<file path="config.mk">
export PLATFORM = sky130hd
export DESIGN_NAME = scan_job_loader_flat
export DESIGN_NICKNAME = d
export VERILOG_FILES = /design/src/rtl/sha3_scan_pkg.sv /design/src/rtl/i_sha3_scan_request_bus.sv /design/src/rtl/scan_job_fill_bank.sv /design/src/rtl/scan_job_loader.sv /design/src/flat_wrapper.sv
export SDC_FILE = /design/constraint.sdc
export NUM_CORES = 2
export LEC_CHECK = 0
export ABC_CLOCK_PERIOD_IN_PS = 3200
export BUFFER_PORTS_ARGS = -buffer_cell sky130_fd_sc_hd__buf_2
export CAP_MARGIN = 20
export CORE_ASPECT_RATIO = 0.7
export CORE_UTILIZATION = 35
export DETAILED_ROUTE_END_ITERATION = 16
export GPL_ROUTABILITY_DRIVEN = 0
export SKIP_CTS_REPAIR_TIMING = 1
export SLEW_MARGIN = 20
export SYNTH_ARGS = -nofsm -noshare
export SYNTH_HDL_FRONTEND = slang
export SYNTH_SLANG_ARGS = --single-unit
</file>
<file path="constraint.sdc">
create_clock -name clk -period 3.2 [get_ports clk]
set_input_delay 0.48 -clock clk [delete_from_list [all_inputs] [get_ports clk]]
set_output_delay 0.48 -clock clk [all_outputs]
set_load 0.005 [all_outputs]
</file>
<file path="src/rtl/sha3_scan_pkg.sv">
// rtl/sha3_scan_pkg.sv - shared job layout, sizes and FSM states for the scan job loader
package sha3_scan_pkg;

    localparam int TEMPLATE_WORDS = 24;
    localparam int JOB_WORDS      = 26;
    localparam int ACK_TIMEOUT    = 16;

    typedef struct packed {
        logic [TEMPLATE_WORDS-1:0][31:0] tmpl;
        logic [63:0]                     thresh;
    } scan_job_t;

    typedef enum logic [1:0] {
        ST_IDLE,
        ST_ISSUE,
        ST_WAIT_ACK,
        ST_RUN
    } scan_state_t;

endpackage

</file>
<file path="src/rtl/i_sha3_scan_request_bus.sv">
// rtl/i_sha3_scan_request_bus.sv - scan request bus between job loader and scanner
interface i_sha3_scan_request_bus;

    logic        start;
    logic [63:0] threshold;
    logic [31:0] blockTemplate [24];

    modport producer (output start, output threshold, output blockTemplate);
    modport consumer (input start, input threshold, input blockTemplate);

endinterface

</file>
<file path="src/rtl/scan_job_fill_bank.sv">
// rtl/scan_job_fill_bank.sv - word counter, framing check and fill storage for the next job
module scan_job_fill_bank
    import sha3_scan_pkg::*;
(
    input  logic        clk,
    input  logic        rst_n,
    input  logic        word_valid,
    input  logic [31:0] word_data,
    input  logic        word_last,
    output logic        word_ready,
    input  logic        abort,
    input  logic        clear,
    output logic        full,
    output scan_job_t   job,
    output logic        framing_error
);

    localparam logic [4:0] TMPL_CNT = 5'(TEMPLATE_WORDS);
    localparam logic [4:0] LAST_IDX = 5'(JOB_WORDS - 1);

    logic [4:0] cnt;
    logic       accept;

    assign word_ready = !full && !abort;
    assign accept     = word_valid && word_ready;

    always_ff @(posedge clk or negedge rst_n) begin
        if (!rst_n) begin
            cnt           <= '0;
            full          <= 1'b0;
            job           <= '0;
            framing_error <= 1'b0;
        end else if (abort || clear) begin
            cnt  <= '0;
            full <= 1'b0;
        end else if (accept) begin
            if (cnt < TMPL_CNT)
                job.tmpl[cnt] <= word_data;
            else if (cnt == TMPL_CNT)
                job.thresh[31:0] <= word_data;
            else
                job.thresh[63:32] <= word_data;

            // Any framing violation simply rewinds the counter; stale storage is overwritten by the next job.
            if (cnt == LAST_IDX) begin
                cnt <= '0;
                if (word_last)
                    full <= 1'b1;
                else
                    framing_error <= 1'b1;
            end else if (word_last) begin
                cnt           <= '0;
                framing_error <= 1'b1;
            end else begin
                cnt <= cnt + 5'd1;
            end
        end
    end

endmodule

</file>
<file path="src/rtl/scan_job_loader.sv">
// rtl/scan_job_loader.sv - double-buffered scan job sequencer; SCAN_JOB_LOADER_ACK_TIMEOUT_EN adds the start-ack timeout
module scan_job_loader
    import sha3_scan_pkg::*;
(
    input  logic        clk,
    input  logic        rst_n,
    input  logic        word_valid,
    input  logic [31:0] word_data,
    input  logic        word_last,
    output logic        word_ready,
    input  logic        abort,
    input  logic        scanner_busy,
    output logic        job_pending,
    output logic        framing_error,
`ifdef SCAN_JOB_LOADER_ACK_TIMEOUT_EN
    output logic        ack_timeout,
`endif
    i_sha3_scan_request_bus.producer as
);

    scan_state_t state;
    scan_job_t   fill_job;
    scan_job_t   active;
    logic        start_q;
    logic        clear;

    assign clear = (state == ST_ISSUE);

    scan_job_fill_bank u_fill (
        .clk           (clk),
        .rst_n         (rst_n),
        .word_valid    (word_valid),
        .word_data     (word_data),
        .word_last     (word_last),
        .word_ready    (word_ready),
        .abort         (abort),
        .clear         (clear),
        .full          (job_pending),
        .job           (fill_job),
        .framing_error (framing_error)
    );

`ifdef SCAN_JOB_LOADER_ACK_TIMEOUT_EN
    logic [7:0] ack_cnt;
`endif

    // The active bank is only written in ISSUE, so the bus is stable for the whole scan.
    always_ff @(posedge clk or negedge rst_n) begin
        if (!rst_n) begin
            state   <= ST_IDLE;
            start_q <= 1'b0;
            active  <= '0;
`ifdef SCAN_JOB_LOADER_ACK_TIMEOUT_EN
            ack_cnt     <= '0;
            ack_timeout <= 1'b0;
`endif
        end else begin
            start_q <= 1'b0;
            case (state)
                ST_IDLE: begin
                    if (job_pending && !scanner_busy && !abort)
                        state <= ST_ISSUE;
                end
                ST_ISSUE: begin
                    active  <= fill_job;
                    start_q <= 1'b1;
                    state   <= ST_WAIT_ACK;
`ifdef SCAN_JOB_LOADER_ACK_TIMEOUT_EN
                    ack_cnt <= '0;
`endif
                end
                ST_WAIT_ACK: begin
                    if (scanner_busy)
                        state <= ST_RUN;
`ifdef SCAN_JOB_LOADER_ACK_TIMEOUT_EN
                    else if (ack_cnt == 8'(ACK_TIMEOUT - 1)) begin
                        ack_timeout <= 1'b1;
                        state       <= ST_IDLE;
                    end else
                        ack_cnt <= ack_cnt + 8'd1;
`endif
                end
                ST_RUN: begin
                    if (!scanner_busy)
                        state <= ST_IDLE;
                end
                default: state <= ST_IDLE;
            endcase
        end
    end

    assign as.start     = start_q;
    assign as.threshold = active.thresh;

    for (genvar i = 0; i < TEMPLATE_WORDS; i++) begin : g_tmpl
        assign as.blockTemplate[i] = active.tmpl[i];
    end

endmodule

</file>
<file path="src/flat_wrapper.sv">
// flat-port wrapper written by rule: the top's interface ports become plain ports
module scan_job_loader_flat import sha3_scan_pkg::*;
  (clk, rst_n, word_valid, word_data, word_last, word_ready, abort, scanner_busy, job_pending, framing_error, as_start, as_threshold, as_blockTemplate);
  i_sha3_scan_request_bus as_i ();
  input  logic clk;
  input  logic rst_n;
  input  logic word_valid;
  input  logic [31:0] word_data;
  input  logic word_last;
  output logic word_ready;
  input  logic abort;
  input  logic scanner_busy;
  output logic job_pending;
  output logic framing_error;
  output wire logic [$bits(as_i.start)-1:0] as_start;
  output wire logic [$bits(as_i.threshold)-1:0] as_threshold;
  output wire logic [$bits(as_i.blockTemplate)-1:0] as_blockTemplate;
  assign as_start = as_i.start;
  assign as_threshold = as_i.threshold;
  assign as_blockTemplate = {>>{as_i.blockTemplate}};
  scan_job_loader u_core (.clk(clk), .rst_n(rst_n), .word_valid(word_valid), .word_data(word_data), .word_last(word_last), .word_ready(word_ready), .abort(abort), .scanner_busy(scanner_busy), .job_pending(job_pending), .framing_error(framing_error), .as(as_i));
endmodule
</file>
==> flow_summary.yaml <==
timing:
  setup_violations: 0
  maxSlewHeadroom: 0.2500
  rsz0062_at_grt: "no"
  fin_tns_setup_ns: 0
  final.min_clock_period_ns: 2.735
  worstMarginPinSlew_ns: 1.125
  fin_crit_sh: 0.8548
  slew_viol_final: 0
  clock_skew_ns: 0.04021
  hold_viol: 0
  fmax_ghz: 0.3656
finish:
  final_cells: 7105
  layout_common_cells: "1,674 x dfrtp_1, 1,637 x mux2_2, 872 x buf_2"
  final_common_cell: "dfrtp_1"
  drive_gt1_frac: 0.6166
  area_growth_syn_to_layout_pct: 21.84
  final_nets: 4656
die:
  die_area_sq_um: 179600
  fp.coreArea_sq_um: 176700
  die_h_microns: 354.9
  top_level_ports: 874
  rows: 129
  start_util: 0.3522
  die_w_microns: 506.1
power:
  p_leak_nw: 40.53
  vdd_ir_drop_max_v: 0.0005549
  p_per_area_nw_per_um2: 675.0
grt:
  met2_usage: 0.3246
  antenna_found_initial: 37
  grt_max_degree: 155
  grt_overflow_total: 0
  grt.busiest_layer: "met2"
  grt_util_all_layers: 0.2062
  met1_usage: 0.2845
  use_met3: 0.05011
  grt_pass1_vias: 36080
  grt_first_pass_wirelength_microns: 268500
synth:
  ys_ff_latch: 1674
  syn-cell-area_sq_um: 62260
  synthCells: 3679
  syn_area_per_cell_sq_um: 16.92
  ys_seq_area_frac: 0.6729
  ys_warn_count: 0
  synthDistinctLibCells: 36
  synth_nets: 3725
worst_hold_path:
  min_from: "word_data[20]"
  min_to: "u_core.u_fill.job[564]"
  whs_path_depth: 2
  hp-class: "in2reg"
worst_setup_path:
  r2r_slack_ns: 0.46
  cp_max_fo: 103
  r2r_end: "u_core.as.blockTemplate[46]"
  crit_path_start_kind: "register"
  cp_data_arrival_time_ns: 3.39
  r2r-start: "u_core.state[1]"
  cp-startpoint: "u_core.state[1]"
  required_ns: 3.85
  reg2reg_depth: 5
  cp-end-kind: "register"
  critPathKind: "reg2reg"
clock_network:
  cts_tree: "done"
  clock_sinks: 1674
  root_buffer: "clkbuf_16"
  path_clk_slew_ns: 0.07
  cts_buffers: 166
  clockBufferDepth: 3
  htree_levels: 4
  insertion_delay_ns: 0.80
route:
  vias: 35040
  drc: 0
  ant_nets: 0
  routed_wirelength_microns: 186100
  viasPerCell: 4.932
  first_pass_iters: 5
  drtIter0Drc: 2074
  wl_per_cell_microns: 26.19
placed_design:
  dp.final_hpwl_microns: 122400
  place_inst: 6797
  io_buffer_count: 873
job:
  maxCapViolCount: 0
outcome:
  outcome: "finished, final reports clean"
[cell type report]
cell class,instances,area [sq um]
well taps,2358,2950
fillers,15940,100900
repair buffers,1009,6001
flip-flops and latches,1674,41890
clock buffers,247,4871
clock inverters,50,665.6
multi-input cells,1754,19430
diodes,8,20.02
inverters,5,18.77
[worst max-delay path, cell delays in order, from the launching register on]
cell and delay [ns]:
dfrtp_1 0.43, inv_1 0.13, ha_4 0.31, buf_12 0.50, buf_4 0.68, mux2_2 0.40
[through the flow]
step	setup slack (ns)	hold WS, ns	instance area [sq um]	utilization	power (W)
global route	0.3320	0.05759	75840	0.4291	0.05327
finish	0.4646	0.1115	75850	0.4292	0.05120
CTS	0.4277	-0.3250	75800	0.4289	0.05183
global placement	0.5051	0.4445	70260	0.3976	0.03173
floorplan	0.7985	0.1844	62260	-	0.02822
detailed placement	0.4594	0.4464	70260	0.3976	0.03188
[synthesized netlist by cell type]
cell / number / share of area
a211oi_1: 2 / 0.00024
a211oi_2: 1 / 0.00020
a21boi_0: 1 / 0.00012
a21o_1: 1 / 0.00012
a21oi_1: 7 / 0.00056
a221oi_1: 1 / 0.00014
a31oi_1: 1 / 0.00010
and3_1: 7 / 0.00070
and4b_1: 1 / 0.00016
buf_1: 14 / 0.00084
buf_2: 44 / 0.0035
buf_4: 6 / 0.00072
clkbuf_1: 182 / 0.011
dfrtp_1: 1674 / 0.67
ha_1: 8 / 0.0016
inv_1: 5 / 0.00030
mux2_1: 28 / 0.0051
mux2_2: 1637 / 0.30
nand2_1: 11 / 0.00066
nand2b_1: 4 / 0.00040
nand3_1: 6 / 0.00048
nand3b_1: 2 / 0.00024
nand4_1: 6 / 0.00060
nand4b_1: 2 / 0.00028
nor2_1: 9 / 0.00054
nor2b_1: 6 / 0.00060
nor3_1: 2 / 0.00016
nor3_2: 2 / 0.00032
nor3_4: 1 / 0.00026
nor4_1: 1 / 0.00010
nor4b_2: 1 / 0.00024
o21ai_0: 2 / 0.00016
or2_2: 1 / 0.00010
or3_1: 1 / 0.00010
or4b_4: 1 / 0.00022
xor2_1: 1 / 0.00014
[power breakdown]
part	switching, W	internal (W)	total, W	leakage (nW)
combinational	0.00431	0.00355	0.00787	14.8
sequential	0.000807	0.0227	0.0235	23.0
clock	0.00848	0.0113	0.0198	2.71
[sequential cells by signal, summed over array words and instances, names as in the netlist]
signal	cells
u_core.as.threshold	64
u_core.u_fill.cnt	5
u_core.u_fill.full	1
u_core.as.blockTemplate	768
u_core.state	2
u_core.u_fill.job	832
u_core.as.start	1
u_core.u_fill.framing_error	1
[routing by layer]
| metal | vias to the layer above | routed length (microns) |
|---|---|---|
| met1 | 19070 | 83150 |
| met5 | - | 0 |
| met3 | 230 | 11130 |
| met2 | 878 | 87000 |
| li1 | 14870 | - |
| met4 | 0 | 4841 |
[logic make-up after synthesis]
family          Yosys count  synth area share
fa+ha+maj                 8          0.001608
simple gates             64          0.006190
buf+inv                 251           0.01638
flops                  1674            0.6729
mux                    1665            0.3012
xor+xnor                  1         0.0001407
compound gates           16          0.001648
[worst max-delay path by stage]
stage	slack, ns	endpoint
after global placement	0.51	u_core.as.blockTemplate[244]
after global routing	0.33	u_core.as.blockTemplate[46]
after floorplan	0.80	u_core.u_fill.job[527]
final	0.46	u_core.as.blockTemplate[46]
after detailed placement	0.46	u_core.as.blockTemplate[527]
after CTS	0.43	u_core.as.blockTemplate[46]
No activity file was read; power rests on OpenSTA's default activity.
